[config.mk]
export PLATFORM = sky130hd
export DESIGN_NAME = motion_scheduler
export DESIGN_NICKNAME = d
export VERILOG_FILES = /design/src/rtl/motion_pkg.sv /design/src/rtl/cmd_fifo.sv /design/src/rtl/motion_scheduler.sv
export SDC_FILE = /design/constraint.sdc
export NUM_CORES = 1
export LEC_CHECK = 0
export ABC_CLOCK_PERIOD_IN_PS = 4100
export CAP_MARGIN = 10
export CORE_MARGIN = 1.5
export CORE_UTILIZATION = 63
export CTS_CLUSTER_DIAMETER = 120
export DETAILED_ROUTE_END_ITERATION = 8
export DONT_BUFFER_PORTS = 1
export PLACE_DENSITY_LB_ADDON = 0.12
export REMOVE_ABC_BUFFERS = 1
export SLEW_MARGIN = 10
export SYNTH_ARGS = -nofsm -noshare
export SYNTH_HDL_FRONTEND = slang
export SYNTH_SLANG_ARGS = --single-unit
[constraint.sdc]
create_clock -name sysclk -period 4.1 [get_ports sysclk]
set_input_delay 0.82 -clock sysclk [delete_from_list [all_inputs] [get_ports sysclk]]
set_output_delay 0.82 -clock sysclk [all_outputs]
set_load 0.005 [all_outputs]
[src/rtl/motion_pkg.sv]
// motion_pkg: shared definitions for the motion command sequencer.
//   - AXES, PULSE_W: motor channel count and pulse-count width.
//   - sched_state_t: scheduler states.
//   - motion_cmd_t: one queued move command {axis, pulses}.
//   - axis_onehot(): axis index to one-hot motor select.
package motion_pkg;

    localparam int AXES    = 6;
    localparam int PULSE_W = 10;

    typedef enum logic [1:0] {
        WAIT_HOME = 2'd0,
        IDLE      = 2'd1,
        ISSUE     = 2'd2,
        RUN       = 2'd3
    } sched_state_t;

    typedef struct packed {
        logic [2:0]         axis;
        logic [PULSE_W-1:0] pulses;
    } motion_cmd_t;

    localparam int CMD_W = $bits(motion_cmd_t);

    // Out-of-range axis indices give all zeros; callers filter them first.
    function automatic logic [AXES-1:0] axis_onehot(input logic [2:0] axis);
        logic [AXES-1:0] oh;
        for (int i = 0; i < AXES; i++) begin
            oh[i] = (axis == 3'(i));
        end
        return oh;
    endfunction

endpackage

[src/rtl/cmd_fifo.sv]
// cmd_fifo: synchronous show-ahead FIFO with occupancy level.
//   clk, rst_n   : clock, synchronous active-low reset
//   push, wdata  : write request and data (ignored when full unless popping)
//   pop          : remove head entry (ignored when empty)
//   rdata        : current head entry
//   full, empty  : occupancy flags
//   level        : number of stored entries
// DEPTH must be a power of two so the pointers wrap naturally.
module cmd_fifo #(
    parameter int DEPTH = 4,
    parameter int WIDTH = 13,
    localparam int AW   = $clog2(DEPTH),
    localparam int LW   = AW + 1
) (
    input  logic             clk,
    input  logic             rst_n,
    input  logic             push,
    input  logic             pop,
    input  logic [WIDTH-1:0] wdata,
    output logic [WIDTH-1:0] rdata,
    output logic             full,
    output logic             empty,
    output logic [LW-1:0]    level
);

    logic [WIDTH-1:0] mem_r [DEPTH];
    logic [AW-1:0]    wr_ptr_r;
    logic [AW-1:0]    rd_ptr_r;
    logic [LW-1:0]    count_r;
    logic             do_push_s;
    logic             do_pop_s;

    assign full  = (count_r == LW'(DEPTH));
    assign empty = (count_r == {LW{1'b0}});
    assign level = count_r;
    assign rdata = mem_r[rd_ptr_r];

    // A full queue still takes a write when the head leaves in the same cycle.
    assign do_pop_s  = pop && !empty;
    assign do_push_s = push && (!full || do_pop_s);

    // Storage, pointers and occupancy count.
    always_ff @(posedge clk) begin
        if (!rst_n) begin
            for (int i = 0; i < DEPTH; i++) begin
                mem_r[i] <= {WIDTH{1'b0}};
            end
            wr_ptr_r <= {AW{1'b0}};
            rd_ptr_r <= {AW{1'b0}};
            count_r  <= {LW{1'b0}};
        end else begin
            if (do_push_s) begin
                mem_r[wr_ptr_r] <= wdata;
                wr_ptr_r        <= wr_ptr_r + AW'(1);
            end
            if (do_pop_s) begin
                rd_ptr_r <= rd_ptr_r + AW'(1);
            end
            case ({do_push_s, do_pop_s})
                2'b10:   count_r <= count_r + LW'(1);
                2'b01:   count_r <= count_r - LW'(1);
                default: count_r <= count_r;
            endcase
        end
    end

endmodule

[src/rtl/motion_scheduler.sv]
// motion_scheduler: command sequencer in front of the six-axis Pulse generator.
// Commands are queued from the host, held until every axis has homed, and then
// issued one at a time over the one-hot Motor / PulseNum handshake.
//   sysclk, rst_n         : clock, synchronous active-low reset
//   cmd_valid/cmd_ready   : host command handshake; cmd_axis, cmd_pulses payload
//   err_clr               : clears the sticky error flags
//   initFlag              : per-axis homing-done flags
//   Busy                  : Pulse move in progress
//   Motor, PulseNum       : move request to Pulse
//   sched_busy            : queue non-empty or move in flight
//   done                  : one-cycle pulse per completed (or discarded) move
//   err_axis              : sticky, a command with an invalid axis was dropped
//   err_timeout           : sticky, Busy never acknowledged an issued move
//   queue_level           : queued entry count
// Optional feature macro SCHED_TIMEOUT_EN: bounds the wait for Busy to
// ACK_TIMEOUT cycles; without it the wait is unbounded and err_timeout is 0.
module motion_scheduler
    import motion_pkg::*;
#(
    parameter int FIFO_DEPTH  = 4,
    parameter int ACK_TIMEOUT = 64
) (
    input  logic                          sysclk,
    input  logic                          rst_n,
    input  logic                          cmd_valid,
    output logic                          cmd_ready,
    input  logic [2:0]                    cmd_axis,
    input  logic [PULSE_W-1:0]            cmd_pulses,
    input  logic                          err_clr,
    input  logic [AXES-1:0]               initFlag,
    input  logic                          Busy,
    output logic [AXES-1:0]               Motor,
    output logic [PULSE_W-1:0]            PulseNum,
    output logic                          sched_busy,
    output logic                          done,
    output logic                          err_axis,
    output logic                          err_timeout,
    output logic [$clog2(FIFO_DEPTH):0]   queue_level
);

    localparam int LVL_W = $clog2(FIFO_DEPTH) + 1;

    sched_state_t       state_r;
    sched_state_t       state_s;
    logic [AXES-1:0]    motor_r;
    logic [AXES-1:0]    motor_s;
    logic [PULSE_W-1:0] pulse_num_r;
    logic [PULSE_W-1:0] pulse_num_s;
    logic               done_r;
    logic               done_s;
    logic               err_axis_r;
    logic               err_axis_set_s;
    logic               pop_s;
    logic               homed_s;

    motion_cmd_t        wr_cmd_s;
    motion_cmd_t        head_s;
    logic [CMD_W-1:0]   head_bits_s;
    logic               fifo_full_s;
    logic               fifo_empty_s;
    logic [LVL_W-1:0]   level_s;

    assign wr_cmd_s.axis   = cmd_axis;
    assign wr_cmd_s.pulses = cmd_pulses;
    assign head_s          = motion_cmd_t'(head_bits_s);
    assign homed_s         = &initFlag;

    cmd_fifo #(
        .DEPTH (FIFO_DEPTH),
        .WIDTH (CMD_W)
    ) u_cmd_fifo (
        .clk   (sysclk),
        .rst_n (rst_n),
        .push  (cmd_valid),
        .pop   (pop_s),
        .wdata (wr_cmd_s),
        .rdata (head_bits_s),
        .full  (fifo_full_s),
        .empty (fifo_empty_s),
        .level (level_s)
    );

`ifdef SCHED_TIMEOUT_EN
    localparam int TMO_W = $clog2(ACK_TIMEOUT + 1);
    localparam logic [TMO_W-1:0] TMO_LAST = TMO_W'(ACK_TIMEOUT - 1);

    logic [TMO_W-1:0] tmo_cnt_r;
    logic             tmo_set_s;
    logic             err_timeout_r;
`endif

    // Next-state, move request and status decode.
    always_comb begin
        state_s        = state_r;
        motor_s        = motor_r;
        pulse_num_s    = pulse_num_r;
        done_s         = 1'b0;
        pop_s          = 1'b0;
        err_axis_set_s = 1'b0;
`ifdef SCHED_TIMEOUT_EN
        tmo_set_s      = 1'b0;
`endif
        case (state_r)
            WAIT_HOME: begin
                if (homed_s) begin
                    state_s = IDLE;
                end else begin
                    state_s = WAIT_HOME;
                end
            end
            IDLE: begin
                // Losing homing takes priority over issuing; Busy high here is
                // external motion and blocks the pop.
                if (!homed_s) begin
                    state_s = WAIT_HOME;
                end else if (!fifo_empty_s && !Busy) begin
                    pop_s = 1'b1;
                    if (head_s.axis >= 3'(AXES)) begin
                        err_axis_set_s = 1'b1;
                    end else if (head_s.pulses == {PULSE_W{1'b0}}) begin
                        done_s = 1'b1;
                    end else begin
                        motor_s     = axis_onehot(head_s.axis);
                        pulse_num_s = head_s.pulses;
                        state_s     = ISSUE;
                    end
                end else begin
                    state_s = IDLE;
                end
            end
            ISSUE: begin
                if (Busy) begin
                    motor_s = {AXES{1'b0}};
                    state_s = RUN;
`ifdef SCHED_TIMEOUT_EN
                end else if (tmo_cnt_r == TMO_LAST) begin
                    tmo_set_s = 1'b1;
                    motor_s   = {AXES{1'b0}};
                    done_s    = 1'b1;
                    state_s   = IDLE;
`endif
                end else begin
                    state_s = ISSUE;
                end
            end
            RUN: begin
                if (!Busy) begin
                    done_s  = 1'b1;
                    state_s = IDLE;
                end else begin
                    state_s = RUN;
                end
            end
            default: begin
                motor_s = {AXES{1'b0}};
                state_s = WAIT_HOME;
            end
        endcase
    end

    // State and registered outputs; a new error wins over err_clr.
    always_ff @(posedge sysclk) begin
        if (!rst_n) begin
            state_r     <= WAIT_HOME;
            motor_r     <= {AXES{1'b0}};
            pulse_num_r <= {PULSE_W{1'b0}};
            done_r      <= 1'b0;
            err_axis_r  <= 1'b0;
        end else begin
            state_r     <= state_s;
            motor_r     <= motor_s;
            pulse_num_r <= pulse_num_s;
            done_r      <= done_s;
            err_axis_r  <= err_axis_set_s | (err_axis_r & ~err_clr);
        end
    end

`ifdef SCHED_TIMEOUT_EN
    // Acknowledge timer: counts cycles spent in ISSUE, cleared on any exit.
    always_ff @(posedge sysclk) begin
        if (!rst_n) begin
            tmo_cnt_r     <= {TMO_W{1'b0}};
            err_timeout_r <= 1'b0;
        end else begin
            if (state_r == ISSUE && state_s == ISSUE) begin
                tmo_cnt_r <= tmo_cnt_r + TMO_W'(1);
            end else begin
                tmo_cnt_r <= {TMO_W{1'b0}};
            end
            err_timeout_r <= tmo_set_s | (err_timeout_r & ~err_clr);
        end
    end

    assign err_timeout = err_timeout_r;
`else
    assign err_timeout = 1'b0;
`endif

    assign Motor       = motor_r;
    assign PulseNum    = pulse_num_r;
    assign done        = done_r;
    assign err_axis    = err_axis_r;
    assign queue_level = level_s;
    assign cmd_ready   = ~fifo_full_s;
    assign sched_busy  = (state_r == ISSUE) || (state_r == RUN) ||
                         (level_s != {LVL_W{1'b0}});

endmodule
Word level (Yosys, flattened, before mapping)
Memory sizes are Yosys's and may differ from the RTL's. A register that Yosys moved wholly into a read port is not among the register bits. Index checks and enable logic that the tools add are counted.

Bits in writable memories: 52. Register bits after elaboration: 27. Bits of input ports: 24. Memories kept: 1.

$lt $le $gt $ge: 1. Reduce and logical (&&, ||, !) cells: 21. $add $sub $neg: 4. Eq/ne operators: 18. Bitwise gates (word level): 6. Mux-type cells: 37.

Memory list: u_cmd_fifo.mem_r (words 4, width 13, rd ports 1, clocked after memory_dff 1, write ports 4, line cmd_fifo.sv:26) `logic [WIDTH-1:0] mem_r [DEPTH];`.

Operator list (count): $mux 6 (5); $mux 1 (19); $mux 2 (8); $mux 13 (1); $reduce_or 13->1 (1); $pmux 6 s2 (1); $reduce_and 6->1 (2); $logic_not 10->1 (1); $ne 2x2->1 const B (5); $reduce_and 10->1 (1); $eq 3x3->1 const B (3); $ne 4x4->1 const B (2); $pmux 2 s4 (1); $eq 2x2->1 const B (3); $eq 3x2->1 const B (2); $logic_not 3->1 (2); $pmux 3 s2 (1); $add 2x1->2 const B (2); $eq 2x1->1 const B (2); $not 1->1 (4); $reduce_bool 2->1 (2); $add 3x1->3 const B (1); $eq 3x1->1 const B (1); $ge 3x3->1 const B (1); other kinds (10) (16).

Longest topological paths before layout
Gate-level depths: netlist (run 1).

Depth in word-level cells: 14. Depth in mapped cells: 9. Gate-level depth less buffers: 9.

Hierarchy
Synthesis (run 1) repeated with hierarchy kept, for this count alone.

Cells, all modules: 297. Area total of the unflattened synthesis: 3698.5 um^2.

Modules (own cells, without submodules): cmd_fifo (area each 2748.9 um^2, cells an instance 183, instances 1); motion_scheduler (area each 949.7 um^2, cells an instance 114, instances 1).

Worst setup path after synthesis (run 1)
Ideal clock, no wire load.

Kind: input port to flip-flop. From: in Busy. To: mem u_cmd_fifo.mem_r[3][0] (enable). Path buffers: 0. Library setup time: 401 ps. Stages: 4. Arrival time: 2779 ps. Setup slack: 920 ps. Cell sequence: or3b_1 nor4_4 o211ai_1 o21ai_0.

RTL lines: start: declaration (line motion_scheduler.sv:31) `input logic Busy,`; end: declaration (line cmd_fifo.sv:26).

==> flow_metrics.py, run 1 <==
metrics = {
    "sta": {
        "post-route-min-period_ns": 3.154,
        "setup_viol": 0,
        "finalSetupTns_ns": 0,
        "clock_skew_ns": 0.008685,
        "rsz0062_at_grt": "no",
        "slew_viol_final": 0,
        "hold_viol_final": 0,
        "hold_ws_ns": 0.4766,
        "max_freq_ghz": 0.3171,
        "worstMarginPinSlew_ns": 0.7931,
        "finalCritPeriodShare": 0.7693,
        "slew_headroom": 0.4693,
    },
    "layout": {
        "final_area_um2": 3807,
        "n_antenna_cell": 0,
        "nets": 301,
        "drive_gt1_frac": 0.1250,
        "final_cell_mix": "53 x and2_1, 52 x edfxtp_1, 29 x dfxtp_1, 22 x nor2_1",
        "area_growth_pct": 5.880,
        "final_common_cell": "and2_1",
        "fillers": 387,
    },
    "setup_path": {
        "start_kind": "register",
        "path_buf_inv": 1,
        "crit_fanout": 15,
        "critPathCaptureType": "register",
        "critPathTopFamily": "compound AO/OA/AOI/OAI gates",
        "cpPeakStageDelay_ns": 0.68,
        "worstPathArrival_ns": 3.44,
        "path_class": "reg2reg",
        "cp.required_ns": 4.38,
        "cp_slowest_cell": "dfxtp_1",
        "path_cells": "mux4_1 -> or4_1 -> o311ai_4 -> buf_4 -> a22oi_1 -> nor2_1",
    },
    "hold_path": {
        "hold_class": "reg2reg",
        "hp-start": "Motor[1]",
    },
    "drt": {
        "viasPerCell": 5.901,
        "postRouteAntennaNets": 0,
        "drt_iter0_markers": 89,
        "wl_um": 6497,
        "firstDrtPassIters": 4,
        "wl_per_cell_um": 18.46,
        "via_count": 2077,
        "drc": 0,
    },
    "cts": {
        "tritoncts": "done",
        "cts-root-buf": "clkbuf_8",
        "worstSkewPairLatency_ns": 0.34,
        "cts_hold_buf": 0,
        "post_cts_resized": 0,
        "cts_setup_buffers": 0,
        "ctsHtreeMaxLevel": 3,
        "path_clk_slew_ns": 0.08,
        "cts_buffers": 9,
        "cts_buffer_depth": 2,
        "clock_sinks": 81,
    },
    "placement": {
        "placed_cell_area_um2": 3656,
        "gp_congestion": 0.8111,
        "dp_hpwl_um": 4402,
        "port_buffers": 0,
    },
    "global_routing": {
        "first_global_vias": 2117,
        "grt_max_degree": 25,
        "antenna_found_initial": 0,
        "grt_pass1_wl_um": 10680,
        "use_met1": 0.3022,
        "grt_use_total": 0.2363,
        "met3_usage": 0.04767,
        "grt_use_met2": 0.3922,
        "grt_overflow": 0,
        "grt.busiest_layer": "met2",
    },
    "pwr": {
        "clkPwrFrac": 0.315,
        "switching_power_mw": 0.3359,
        "leakagePower_nw": 1.353,
        "sequentialPowerShare": 0.619,
        "power_frac_comb": 0.066,
        "max-vdd-ir-drop_uv": 230.1,
        "internal_power_mw": 1.150,
        "p_total_mw": 1.486,
        "power-per-cell-area_nw_per_um2": 390.2,
        "sw_frac_of_total": 0.2261,
    },
    "outcome": {
        "run_status": "completed",
    },
    "yosys": {
        "ys_ff_latch": 81,
        "syn_inst": 268,
        "synth_edf_count": 52,
        "yosysWarnings": 0,
        "synth_cell_type_count": 46,
        "postSynth.topFlopCell": "edfxtp_1",
        "yosysSeqAreaShare": 0.5957,
        "syn-mean-instance-area_um2": 13.42,
        "syn_area_um2": 3596,
        "synthArstFlopShare": 0,
    },
    "die": {
        "die_h_um": 78.55,
        "io_pins": 48,
        "dieArea_um2": 6170,
        "die_w_um": 78.55,
        "rows": 27,
        "initial_core_util": 0.6530,
        "core_area_um2": 5507,
    },
    "job": {
        "maxCapViolations": 0,
    },
}
Yosys cell counts (2+ instances only):
cell / count / area (um^2)
buf_6: 4 / 45.04
a22oi_2: 7 / 87.58
dfxtp_1: 29 / 580.6
edfxtp_1: 52 / 1562
nor2_1: 22 / 82.58
xnor2_1: 2 / 17.52
a22oi_1: 3 / 22.52
a21oi_1: 4 / 20.02
inv_1: 5 / 18.77
nor3b_1: 2 / 15.01
nand2b_1: 5 / 31.28
mux4_2: 3 / 67.56
and2_1: 53 / 331.6
o21ai_1: 5 / 25.02
o211ai_1: 2 / 15.01
nor3_1: 4 / 20.02
or3_1: 2 / 12.51
clkbuf_1: 5 / 18.77
xor2_1: 4 / 35.03
mux4_1: 10 / 262.8
nor2b_1: 2 / 12.51
nand2_1: 10 / 37.54
o21ai_0: 3 / 15.01
nand3_1: 8 / 40.04
cell families after synthesis:
logic type      count (synthesis)  synth area share
fa+ha+maj                       2          0.009046
compound gates                 32           0.07550
buf+inv                        18           0.03131
simple gates                  115            0.1809
other cells                     1          0.001043
mux                            13           0.09186
flops                          81            0.5957
xor+xnor                        6           0.01461
power groups by stage:
stage	Combinational, mW	Clock [mW]	Sequential, mW
after detailed placement	0.0981	0	0.938
after floorplan	0.0718	0	0.932
after global routing	0.110	0.511	0.923
after global placement	0.0955	0	0.936
after CTS	0.0986	0.472	0.920
final	0.0976	0.468	0.920
tightest hold or removal path: cells and delay by family, from the launching register on:
kind             cells  cell delay, ns
flip-flops           1            0.32
AND/OR/NAND/NOR      1            0.06
AO/OA/AOI/OAI        1            0.05
sequential cells by signal, summed over array words and instances (netlist names), named ones only:
signal,cells
u_cmd_fifo.rd_ptr_r,2
state_r,2
err_axis,1
u_cmd_fifo.level,3
u_cmd_fifo.mem_r,52
u_cmd_fifo.wr_ptr_r,2
PulseNum,10
Motor,6
done,1
path summary, 6_finish.rpt:
kind	endpoint	slack, ns	cells after the start
worst min register to register	Motor[1]	0.48	2
worst min-delay path	Motor[1]	0.48	2
worst max-delay path	PulseNum[4]	0.95	6
worst max register to register	PulseNum[4]	0.95	6
stage by stage:
step | cells | setup WS (ns) | util
after CTS | 352 | 0.9262 | 0.6914
after global routing | 352 | 0.7186 | 0.6914
after detailed placement | 336 | 0.8833 | 0.6639
final | 352 | 0.9460 | 0.6914
after floorplan | 256 | 0.8913 | -
after global placement | 336 | 0.9357 | 0.6639
metal layers:
layer | up-vias | part of all wire
li1 | 996 | -
met5 | - | 0
met1 | 1014 | 0.44
met4 | 0 | 0.018
met3 | 11 | 0.046
met2 | 56 | 0.50
layout make-up:
class	count	area, um^2	area share
Sequential cell	81	2142	0.5626
Multi-Input combinational cell	169	1341	0.3523
Inverter	6	22.52	0.005915
Tap cell	72	90.09	0.02366
Clock buffer	9	123.9	0.03253
Clock inverter	7	27.53	0.007230
Timing Repair Buffer	8	60.06	0.01577
(Power assumes the default switching activity.)
==> run 2: changes to the inputs <==
Settings changed: ABC_CLOCK_PERIOD_IN_PS 4100 to 3250.
Clock period 4.1 ns to 3.25 ns, I/O delays scaled along.
==> run 2 against run 1 <==
  * Global-route usage rose by 0.37 points
  * Worst setup slack got worse by 0.53 ns
  * Clock power rose by 69%
  * Final area rose by 2.5%
  * Critical path depth rose by 1
  * First-iteration DRC count fell by 13%
  * Hold slack got worse by 0.0040 ns
  * Critical endpoint is now PulseNum[3]
  * Highest routed layer unchanged
==> flow_metrics.py, run 2 (synthesis results as in run 1) <==
metrics = {
    "outcome": {
        "run_status": "completed",
    },
    "layout": {
        "final_cell_mix": "53 x and2_1, 52 x edfxtp_1, 29 x dfxtp_1, 22 x nor2_1, 13 x buf_4",
        "multi_input_area_um2": 1341,
        "final_common_cell": "and2_1",
        "fillers": 379,
        "nets": 306,
        "largest_reg_flops": 52,
        "n_antenna_cell": 0,
        "drive_gt1_frac": 0.1544,
        "regArea_um2": 2142,
        "area_growth_pct": 8.559,
        "largest_register": "u_cmd_fifo.mem_r",
    },
    "setup_path": {
        "path_class": "reg2reg",
        "cp-endpoint": "PulseNum[3]",
        "critPathCaptureType": "register",
        "crit_fanout": 18,
        "r2r_slack_ns": 0.41,
        "cp.required_ns": 3.54,
        "r2r_end": "PulseNum[3]",
        "start_kind": "register",
        "r2r_cells": 7,
        "worstPathArrival_ns": 3.13,
    },
    "die": {
        "die_h_um": 78.55,
        "core_area_um2": 5507,
        "rows": 27,
        "initial_core_util": 0.6530,
        "die_w_um": 78.55,
        "io_pins": 48,
        "dieArea_um2": 6170,
    },
    "cts": {
        "worstSkewPairLatency_ns": 0.35,
        "cts-root-buf": "clkbuf_8",
        "cts_setup_buffers": 0,
        "clock_sinks": 81,
        "cts_buffer_depth": 2,
        "path_clk_slew_ns": 0.08,
        "cts_buffers": 9,
        "tritoncts": "done",
        "post_cts_resized": 0,
        "cts_hold_buf": 0,
        "ctsHtreeMaxLevel": 3,
    },
    "pwr": {
        "max-vdd-ir-drop_uv": 296.5,
        "leakagePower_nw": 1.408,
        "p_total_mw": 2.080,
        "power-per-cell-area_nw_per_um2": 532.8,
    },
    "sta": {
        "finalSetupTns_ns": 0,
        "worstMarginPinSlew_ns": 0.5243,
        "rsz0062_at_grt": "no",
        "finalCritPeriodShare": 0.8726,
        "max_freq_ghz": 0.3526,
        "hold_ws_ns": 0.4726,
        "slew_viol_final": 0,
        "layout_setup_ws_ns": 0.4140,
        "slew_headroom": 0.6478,
        "hold_viol_final": 0,
        "clock_skew_ns": 0.009792,
        "post-route-min-period_ns": 2.836,
        "setup_viol": 0,
    },
    "drt": {
        "drt_iter0_markers": 77,
        "wl_per_cell_um": 19.01,
        "postRouteAntennaNets": 0,
        "firstDrtPassIters": 4,
        "wl_um": 6788,
        "drc": 0,
        "viasPerCell": 5.832,
        "via_count": 2082,
    },
    "global_routing": {
        "grt_use_total": 0.2400,
        "grt_overflow": 0,
        "antenna_found_initial": 0,
        "grt_max_degree": 26,
        "grt_pass1_wl_um": 10490,
        "first_global_vias": 2063,
    },
    "placement": {
        "port_buffers": 0,
        "gp_congestion": 0.7859,
        "dp_hpwl_um": 4586,
        "dp_slack_ns": 0.4282,
    },
    "job": {
        "maxCapViolations": 0,
    },
    "hold_path": {
        "hold_class": "in2reg",
    },
}
-- run 2: cell types whose count changed in the layout (fill, tap and decap cells not counted) --
cell / before / now
clkbuf_1: 0 / 2
clkinv_1: 7 / 1
inv_6: 0 / 1
buf_4: 8 / 13
bufinv_16: 0 / 2
clkinv_2: 1 / 2
-- run 2: layer usage --
layer | wire length (um) | up-vias | share of wire | GRT usage
li1 | - | 997 | - | -
met1 | 2934 | 1022 | 0.43 | 0.2923
met5 | 0 | - | 0 | 0
met3 | 374 | 7 | 0.055 | 0.08140
met4 | 82 | 0 | 0.012 | 0.1036
met2 | 3397 | 56 | 0.50 | 0.3897
-- run 2: layout make-up --
cell class,count,share of cell area
Tap cell,72,0.02308
Multi-Input combinational cell,169,0.3436
Sequential cell,81,0.5487
Timing Repair Buffer,13,0.02500
Clock buffer,11,0.03365
Clock inverter,5,0.02019
Inverter,6,0.005769
-- run 2: where the power goes --
part / switching (mW) / internal, mW / total, mW
logic: 0.0794 / 0.0502 / 0.130
clock network: 0.358 / 0.434 / 0.792
registers: 0.0159 / 1.14 / 1.16
total: 0.453 / 1.63 / 2.08
-- run 2: per-stage QoR --
stage | instance area, um^2 | util | cells
finish | 3904 | 0.7089 | 357
floorplan | 3506 | - | 256
global route | 3904 | 0.7089 | 357
CTS | 3904 | 0.7089 | 357
global placement | 3694 | 0.6708 | 341
detailed placement | 3694 | 0.6708 | 341
-- run 2: worst min-delay path by stage --
| stage | from | endpoint | slack [ns] | cells past startpoint |
|---|---|---|---|---|
| floorplan | Motor[3] | Motor[3] | 0.45 | 2 |
| global placement | Motor[1] | Motor[1] | 0.46 | 2 |
| detailed placement | Motor[1] | Motor[1] | 0.47 | 2 |
| CTS | rst_n | done | 0.45 | 2 |
| global route | rst_n | done | 0.45 | 2 |
| finish | rst_n | done | 0.47 | 2 |
-- run 2: worst max-delay path: stages (launching register included) --
cell and delay [ns]:
dfxtp_1 0.55, buf_4 0.26, mux4_1 0.62, or4_4 0.46, o311ai_4 0.34, buf_4 0.32, a22oi_1 0.11, nor2_1 0.11
==> run 3: changes to the inputs <==
Settings changed: CORE_UTILIZATION 63 to 48.
==> run 3 against run 2 <==
  * Cell count grew 7.6%
  * Sequential cell count stayed put
  * Hold slack better by 0.0015 ns
  * Fmax rose by 0.76%
  * First-iteration DRC count rose by 2.6%
  * Utilization down 17 points
  * Global-route usage shrank 5.3 points
  * Die area grew 30%
  * Count of clock-buffer cells in the layout grew 1
  * Clock power fell by 9.7%
  * Combinational power about the same
==> flow_metrics.py, run 3 (synthesis results as in run 1) <==
metrics = {
    "setup_path": {
        "start_kind": "register",
        "r2r_end": "PulseNum[3]",
        "crit_fanout": 18,
        "r2r_slack_ns": 0.44,
        "cp.required_ns": 3.52,
        "critPathCaptureType": "register",
        "r2r_cells": 7,
        "path_class": "reg2reg",
        "worstPathArrival_ns": 3.09,
    },
    "layout": {
        "largest_reg_flops": 52,
        "fillers": 634,
        "largest_register": "u_cmd_fifo.mem_r",
        "area_growth_pct": 8.908,
        "n_antenna_cell": 0,
        "final_area_um2": 3916,
        "drive_gt1_frac": 0.1509,
        "nets": 306,
        "final_common_cell": "and2_1",
        "final_cell_mix": "53 x and2_1, 52 x edfxtp_1, 29 x dfxtp_1, 22 x nor2_1, 13 x buf_4",
    },
    "sta": {
        "hold_ws_ns": 0.4741,
        "slew_headroom": 0.5941,
        "max_freq_ghz": 0.3553,
        "worstMarginPinSlew_ns": 0.6043,
        "clock_skew_ns": 0.006879,
        "rsz0062_at_grt": "no",
        "slew_viol_final": 0,
        "post-route-min-period_ns": 2.815,
        "setup_viol": 0,
        "finalSetupTns_ns": 0,
        "hold_viol_final": 0,
        "finalCritPeriodShare": 0.8660,
    },
    "die": {
        "initial_core_util": 0.4958,
        "core_area_um2": 7253,
        "die_w_um": 89.56,
        "dieArea_um2": 8020,
        "die_h_um": 89.56,
        "io_pins": 48,
        "rows": 31,
    },
    "pwr": {
        "max-vdd-ir-drop_uv": 235.3,
        "power_frac_comb": 0.065,
        "internal_power_mw": 1.565,
        "leakagePower_nw": 1.398,
        "clkPwrFrac": 0.357,
        "power-per-cell-area_nw_per_um2": 511.5,
        "sequentialPowerShare": 0.578,
        "switching_power_mw": 0.4376,
        "sw_frac_of_total": 0.2185,
    },
    "drt": {
        "drc": 0,
        "firstDrtPassIters": 4,
        "drt_iter0_markers": 79,
        "postRouteAntennaNets": 0,
        "wl_per_cell_um": 17.81,
        "via_count": 2039,
        "viasPerCell": 5.310,
        "wl_um": 6840,
    },
    "cts": {
        "clock_sinks": 81,
        "cts_buffer_depth": 2,
        "cts_setup_buffers": 0,
        "cts_hold_buf": 0,
        "path_clk_slew_ns": 0.07,
        "post_cts_resized": 0,
        "worstSkewPairLatency_ns": 0.34,
        "tritoncts": "done",
        "cts-root-buf": "clkbuf_8",
        "ctsHtreeMaxLevel": 3,
        "cts_buffers": 9,
    },
    "global_routing": {
        "grt_overflow": 0,
        "antenna_found_initial": 0,
        "first_global_vias": 2063,
        "grt_use_total": 0.1868,
        "grt_pass1_wl_um": 10700,
        "grt_max_degree": 20,
    },
    "hold_path": {
        "hold_end": "done",
        "hold_class": "in2reg",
        "holdPathStages": 2,
        "hp-start": "rst_n",
    },
    "placement": {
        "port_buffers": 0,
        "placed_cell_area_um2": 3727,
        "gp_congestion": 0.7488,
        "dp_hpwl_um": 4523,
    },
    "job": {
        "maxCapViolations": 0,
    },
    "outcome": {
        "run_status": "completed",
    },
}
run 3: layer usage:
metal  global-route usage  wire, um
met4              0.08392        95
met2               0.2978      3208
met3              0.04340       280
met1               0.2437      3255
met5                    0         0
run 3: area by class of cell:
cell class              instances  area, um^2  area share
clock inverters                 4       43.79     0.01118
repair buffers                 13       97.59     0.02492
clock buffers                  12       145.1     0.03706
multi-input cells             169        1341      0.3425
flip-flops and latches         81        2142      0.5470
inverters                       6       22.52    0.005751
well taps                      99       123.9     0.03163
run 3: critical path, cell delays in order (launching register included):
cell      delay, ns
dfxtp_1        0.56
buf_4          0.27
mux4_2         0.53
or4_4          0.54
o311ai_4       0.33
buf_4          0.31
a22oi_1        0.09
nor2_1         0.10
run 3: how the worst max path moves through the flow:
stage / startpoint / end
finish: register / PulseNum[3]
floorplan: register / Motor[4]
detailed placement: register / Motor[3]
global placement: register / Motor[4]
CTS: register / Motor[4]
global route: register / PulseNum[4]
run 3: power groups by stage:
| stage | clock network [mW] | logic [mW] | registers [mW] |
|---|---|---|---|
| floorplan | 0 | 0.0905 | 1.18 |
| global placement | 0 | 0.129 | 1.18 |
| detailed placement | 0 | 0.131 | 1.18 |
| CTS | 0.732 | 0.132 | 1.16 |
| global route | 0.774 | 0.144 | 1.16 |
| finish | 0.715 | 0.130 | 1.16 |
run 3: through the flow:
stage                     power (mW)  worst slack, ns    util  instances
after floorplan                1.267           0.1673       -        256
after global placement         1.310           0.4471  0.5139        368
after detailed placement       1.313           0.4296  0.5139        368
after CTS                      2.022           0.4047  0.5399        384
after global routing           2.082           0.2408  0.5399        384
final                          2.003           0.4354  0.5399        384
